### config.mk
export PLATFORM = sky130hd
export DESIGN_NAME = seg7_scan_decoder
export DESIGN_NICKNAME = d
export VERILOG_FILES = /design/src/rtl/seg7_scan_decoder.sv
export SDC_FILE = /design/constraint.sdc
export NUM_CORES = 1
export LEC_CHECK = 0
export ABC_AREA = 1
export BUFFER_PORTS_ARGS = -buffer_cell sky130_fd_sc_hd__buf_2
export CAP_MARGIN = 5
export CORE_ASPECT_RATIO = 1.75
export CORE_MARGIN = 4
export CORE_UTILIZATION = 40
export CTS_BUF_LIST = sky130_fd_sc_hd__clkbuf_4
export DETAILED_ROUTE_END_ITERATION = 7
export GPL_TIMING_DRIVEN = 0
export PLACE_DENSITY_LB_ADDON = 0.1
export SKIP_CTS_REPAIR_TIMING = 1
export SYNTH_ARGS = -nofsm -noshare
export SYNTH_HDL_FRONTEND = slang
export SYNTH_SLANG_ARGS = --single-unit
### constraint.sdc
create_clock -name clk -period 11.98 [get_ports clk]
set_clock_uncertainty 0.2 [all_clocks]
set_input_delay 2.396 -clock clk [delete_from_list [all_inputs] [get_ports clk]]
set_output_delay 2.396 -clock clk [all_outputs]
set_load 0.05 [all_outputs]
### src/rtl/seg7_scan_decoder.sv
// Snoops a multiplexed active-low 7-segment bus and recovers the displayed hex digits.
// A digit is captured after STABLE unchanged cycles; complete frames leave on valid/ready.
module seg7_scan_decoder #(
    parameter int NDIG   = 8,
    parameter int STABLE = 4
) (
    input  logic              clk,
    input  logic              rst_n,
    input  logic [7:0]        seg_n,
    input  logic [NDIG-1:0]   an_n,
    output logic [4*NDIG-1:0] frame_digits,
    output logic [NDIG-1:0]   frame_blank,
    output logic [NDIG-1:0]   frame_err,
    output logic [NDIG-1:0]   frame_dp,
    output logic              frame_valid,
    input  logic              frame_ready
);
    localparam int            CW       = $clog2(STABLE + 1);
    localparam int            IW       = (NDIG > 1) ? $clog2(NDIG) : 1;
    localparam logic [CW-1:0] STABLE_C = CW'(STABLE);

    typedef enum logic [1:0] {ST_WAIT, ST_COUNT, ST_TAKEN} state_e;

    logic [7:0]        seg_q, seg_d, seg_prev_q, seg_prev_d;
    logic [NDIG-1:0]   an_q, an_d, an_prev_q, an_prev_d;
    state_e            state_q, state_d;
    logic [CW-1:0]     cnt_q, cnt_d;
    logic [4*NDIG-1:0] slot_digit_q, slot_digit_d;
    logic [NDIG-1:0]   slot_blank_q, slot_blank_d;
    logic [NDIG-1:0]   slot_err_q, slot_err_d;
    logic [NDIG-1:0]   slot_dp_q, slot_dp_d;
    logic [NDIG-1:0]   seen_q, seen_d;
    logic [4*NDIG-1:0] frame_digits_q, frame_digits_d;
    logic [NDIG-1:0]   frame_blank_q, frame_blank_d;
    logic [NDIG-1:0]   frame_err_q, frame_err_d;
    logic [NDIG-1:0]   frame_dp_q, frame_dp_d;
    logic              frame_valid_q, frame_valid_d;

    logic [7:0]        pat;
    logic [3:0]        dec_nib;
    logic              dec_blank, dec_err, dec_dp;
    logic [IW-1:0]     sel_idx;
    logic              sel_legal;
    int                n_low;
    logic              changed, accept, emit;

    // Glyph decode of the registered bus sample; dp is masked out of the match.
    always_comb begin
        // NOTE: every combinational output gets a default first, so no path can infer a latch.
        pat       = ~seg_q & 8'hFE;
        dec_nib   = 4'h0;
        dec_blank = 1'b0;
        dec_err   = 1'b0;
        dec_dp    = ~seg_q[0];
        case (pat)
            8'hFC: dec_nib = 4'h0;
            8'h60: dec_nib = 4'h1;
            8'hDA: dec_nib = 4'h2;
            8'hF2: dec_nib = 4'h3;
            8'h66: dec_nib = 4'h4;
            8'hB6: dec_nib = 4'h5;
            8'hBE: dec_nib = 4'h6;
            8'hE0: dec_nib = 4'h7;
            8'hFE: dec_nib = 4'h8;
            8'hE6: dec_nib = 4'h9;
            8'hEE: dec_nib = 4'hA;
            8'h3E: dec_nib = 4'hB;
            8'h9C: dec_nib = 4'hC;
            8'h7A: dec_nib = 4'hD;
            8'h9E: dec_nib = 4'hE;
            8'h8E: dec_nib = 4'hF;
            8'h00: dec_blank = 1'b1;
            default: dec_err = 1'b1;
        endcase
    end

    always_comb begin
        sel_idx = '0;
        n_low   = 0;
        for (int i = 0; i < NDIG; i++) begin
            if (!an_q[i]) begin
                n_low   = n_low + 1;
                sel_idx = IW'(i);
            end
        end
        sel_legal = (n_low == 1);
    end

    assign changed = (seg_q != seg_prev_q) || (an_q != an_prev_q);

    // Dwell tracker: a fresh or illegal sample restarts the count at 1.
    always_comb begin
        state_d = state_q;
        cnt_d   = cnt_q;
        accept  = 1'b0;
        if (changed || !sel_legal || state_q == ST_WAIT) begin
            cnt_d = CW'(1);
            if (!sel_legal) begin
                state_d = ST_WAIT;
            end else if (STABLE == 1) begin
                accept  = 1'b1;
                state_d = ST_TAKEN;
            end else begin
                state_d = ST_COUNT;
            end
        end else if (state_q == ST_COUNT) begin
            cnt_d = cnt_q + 1'b1;
            if (cnt_d == STABLE_C) begin
                accept  = 1'b1;
                state_d = ST_TAKEN;
            end
        end
    end

    always_comb begin
        seg_d          = seg_n;
        an_d           = an_n;
        seg_prev_d     = seg_q;
        an_prev_d      = an_q;
        slot_digit_d   = slot_digit_q;
        slot_blank_d   = slot_blank_q;
        slot_err_d     = slot_err_q;
        slot_dp_d      = slot_dp_q;
        seen_d         = seen_q;
        frame_digits_d = frame_digits_q;
        frame_blank_d  = frame_blank_q;
        frame_err_d    = frame_err_q;
        frame_dp_d     = frame_dp_q;
        frame_valid_d  = frame_valid_q;
        emit           = (&seen_q) && (!frame_valid_q || frame_ready);

        if (emit) begin
            frame_digits_d = slot_digit_q;
            frame_blank_d  = slot_blank_q;
            frame_err_d    = slot_err_q;
            frame_dp_d     = slot_dp_q;
            frame_valid_d  = 1'b1;
            seen_d         = '0;
        end else if (frame_valid_q && frame_ready) begin
            frame_valid_d = 1'b0;
        end

        // Applied after the clear so a same-cycle accept seeds the next frame.
        if (accept) begin
            slot_digit_d[{sel_idx, 2'b00} +: 4] = dec_nib;
            slot_blank_d[sel_idx]               = dec_blank;
            slot_err_d[sel_idx]                 = dec_err;
            slot_dp_d[sel_idx]                  = dec_dp;
            seen_d[sel_idx]                     = 1'b1;
        end
    end

    always_ff @(posedge clk or negedge rst_n) begin
        if (!rst_n) begin
            // NOTE: slots are reset too, so a frame can never expose power-up contents.
            seg_q          <= '1;
            an_q           <= '1;
            seg_prev_q     <= '1;
            an_prev_q      <= '1;
            state_q        <= ST_WAIT;
            cnt_q          <= '0;
            slot_digit_q   <= '0;
            slot_blank_q   <= '0;
            slot_err_q     <= '0;
            slot_dp_q      <= '0;
            seen_q         <= '0;
            frame_digits_q <= '0;
            frame_blank_q  <= '0;
            frame_err_q    <= '0;
            frame_dp_q     <= '0;
            frame_valid_q  <= 1'b0;
        end else begin
            // NOTE: non-blocking updates, so every flop samples the pre-edge values.
            seg_q          <= seg_d;
            an_q           <= an_d;
            seg_prev_q     <= seg_prev_d;
            an_prev_q      <= an_prev_d;
            state_q        <= state_d;
            cnt_q          <= cnt_d;
            slot_digit_q   <= slot_digit_d;
            slot_blank_q   <= slot_blank_d;
            slot_err_q     <= slot_err_d;
            slot_dp_q      <= slot_dp_d;
            seen_q         <= seen_d;
            frame_digits_q <= frame_digits_d;
            frame_blank_q  <= frame_blank_d;
            frame_err_q    <= frame_err_d;
            frame_dp_q     <= frame_dp_d;
            frame_valid_q  <= frame_valid_d;
        end
    end

    assign frame_digits = frame_digits_q;
    assign frame_blank  = frame_blank_q;
    assign frame_err    = frame_err_q;
    assign frame_dp     = frame_dp_q;
    assign frame_valid  = frame_valid_q;
endmodule

==> run metrics <==
status complete, no violations; final hold viol count 0; Final Cycle Share 47.02%; Leak roughly 4.3 nW; Clk pin slew, worst setup/hold paths ~0.15 ns; Final #Nets between 800 and 900; commonest non-fill, non-tap cells in the layout 211 x nand2_1, 126 x dfrtp_1, 78 x buf_2, 59 x inv_1, 58 x nor2_1; Period minus WS final 5.633 ns; PortBufs 75; crit start category register; critical path type register to register; via count 5,485; dpl ws around 6.4 ns; Detail Route met3 WL between 500 and 600 um; I/O pin count between 70 and 80; Worst-Margin Slew 0.7276 ns; wire length on met1 6565 um; clock sinks roughly 160; Worst Path Arrival 5.88 ns; largest net degree at the start of global routing 95; CP max stage cell dfstp_2; RSZ-0062 raised after global routing false; hold crit path type register to register; Root Driver clkbuf_4; WP data required 12.22 ns; pwr/cell area 122.6 nW/um^2; CTS tree done; vias in the first global route 5,687; Die X 109.2 um; Syn Nets 786; FMAX 0.1775 GHz; Placement Cell Area 7874 sq um; Die Ht 185.2 um; Final setup viols 0; Synthesis Warnings 0; Synth cell types 35; Synth Flop Type dfrtp_1; final antenna-violating net count 0; total gr overflow 0; Cell Area, Synth 7176 sq um; largest cells by area after synthesis dfrtp_1 44%, dfstp_2 12%, nand2_1 11%; first-pass GRT wire length 27,960 um; Syn Area/Cell 9.529 sq um; Initial Util between 40% and 50%; Post-Syn Instances 753; Max-slew headroom around 50%; H-Tree Depth 4; layout cell share with drive strength beyond 1 25.78%; most used cell, CP nand2_1; DR WL met2 9300 um; Post-DP HPWL ~13,000 um; largest stage delay on the critical path a little under 0.6 ns; FP Rows 64; DRT iter0 DRCs 211; number of flops mapped to enable cells by yosys 0; total power draw approximately 0.0010 W; full die area 20,230 sq um; commonest non-fill, non-tap cell in the layout nand2_1; GRT Util Overall 17.87%; Post-synth ARST share 100.0%; CP max FO 9; Synth-to-Final Area Change 14.11%; setup ws final 6.347 ns; RD Place Congestion 0.8435; Worst-Skew Late Latency between 0.5 and 0.6 ns; CP endpoint kind register; Max VDD drop 0.00006051 V; CTS max path bufs 2; final instance area 8188 sq um; first drt pass iteration count 4; Seq/Total Area, Yosys 55.66%; initial antenna violation count 1; Yosys reg bits 158; Final TNS setup 0 ns; top-area cell type share of the netlist area 43.94%; Inserted Clock Buffers 17; # Max-Cap Violations 0; detailed-route DRC error count 0; Max Used Layer met4; overall routed net length 17,070 um; Core Box Area roughly 18,000 sq um; fin. max-slew vios 0; Wirelength per Cell 15.62 um; Vias/cell 5.018; area leader, netlist dfrtp_1
## critical path: cells and delay by family, from the launching register on
kind | cells | cell delay (ns)
xor+xnor | 2 | 0.32
simple gates | 17 | 2.48
buf+inv | 3 | 0.22
compound gates | 1 | 0.07
flops | 1 | 0.59
fa+ha+maj | 6 | 1.62
## stage by stage
step           utilization [%]  hold WS, ns  instances
4_1_cts                  46.68       0.1929       1092
2_1_floorplan                -       0.1716        753
3_3_place_gp             44.71       0.1814       1059
6_report                 46.69       0.1934       1093
3_5_place_dp             44.90       0.1850       1060
5_1_grt                  46.69       0.1864       1093
## logic make-up (layout without fill, tap and decap cells)
logic type | count (synthesis) | after routing | synth area share [%]
AOI/OAI and AO/OA | 41 | 41 | 3.121
xor gates and xnor gates | 8 | 8 | 0.9765
adders and majority gates | 14 | 14 | 2.441
buffers and inverters | 80 | 188 | 4.359
DFF | 158 | 158 | 55.66
muxes | 52 | 52 | 8.160
other | 0 | 1 | 0
and+or+nand+nor | 400 | 400 | 25.28
## synthesized netlist by cell type, types with 2 or more instances
master / instances
nor2_1: 58
dfstp_2: 32
ha_1: 14
nand3_2: 10
or2_2: 8
buf_2: 4
nor3_1: 16
o22ai_1: 2
dfrtp_1: 126
nor4_1: 4
mux2_2: 52
nand2_1: 211
a21oi_1: 6
a211oi_1: 2
nand4_1: 44
xnor2_1: 2
inv_1: 59
nor3b_1: 2
nor2_2: 2
inv_2: 2
clkbuf_1: 11
buf_1: 3
o21ai_0: 28
xor2_1: 6
nand3b_1: 3
nand3_1: 37
## area by class of cell
| type | count | area [sq um] |
|---|---|---|
| diodes | 1 | 2.502 |
| plain buffers | 19 | 83.83 |
| clock buffers | 17 | 127.6 |
| clock inverters | 15 | 183.9 |
| fillers | 1720 | 9349 |
| inverters | 61 | 229.0 |
| multi-input cells | 515 | 2869 |
| flip-flops and latches | 158 | 3994 |
| well taps | 231 | 289.0 |
| repair buffers | 76 | 409.1 |
## metal layers
metal  track usage [%]  vias to the layer above
met5                 0                        -
met4             9.036                        0
met3             2.930                       36
met2             32.84                      115
met1             19.40                     2642
li1                  -                     2692
## sequential cells by signal, summed over array words and instances, names as in the netlist, 3 cells and up
name,flops
an_prev_d,8
an_prev_q,8
cnt_q,3
frame_blank,8
frame_digits,32
frame_dp,8
frame_err,8
seen_q,8
seg_prev_d,8
seg_prev_q,8
slot_blank_q,8
slot_digit_q,32
slot_dp_q,8
slot_err_q,8
## report_power, final
part	leakage [nW]	internal [W]	switching [W]
registers	2.07	0.000549	0.0000103
logic	2.09	0.0000287	0.0000674
clock network	0.155	0.000148	0.000201
total	4.31	0.000725	0.000279
## path summary, 6_finish.rpt
kind / start / to / slack [ns] / cells after the start
setup reg to reg: an_prev_d[1] / slot_digit_q[28] / 6.35 / 29
setup / recovery: an_prev_d[1] / slot_digit_q[28] / 6.35 / 29
max in group asynchronous: rst_n / seg_prev_q[3] / 9.10 / 2
hold / removal: an_prev_d[7] / an_prev_q[7] / 0.19 / 0
min in group asynchronous: rst_n / frame_digits[14] / 1.62 / 1
hold reg to reg: an_prev_d[7] / an_prev_q[7] / 0.19 / 0
(Power assumes the default switching activity.)
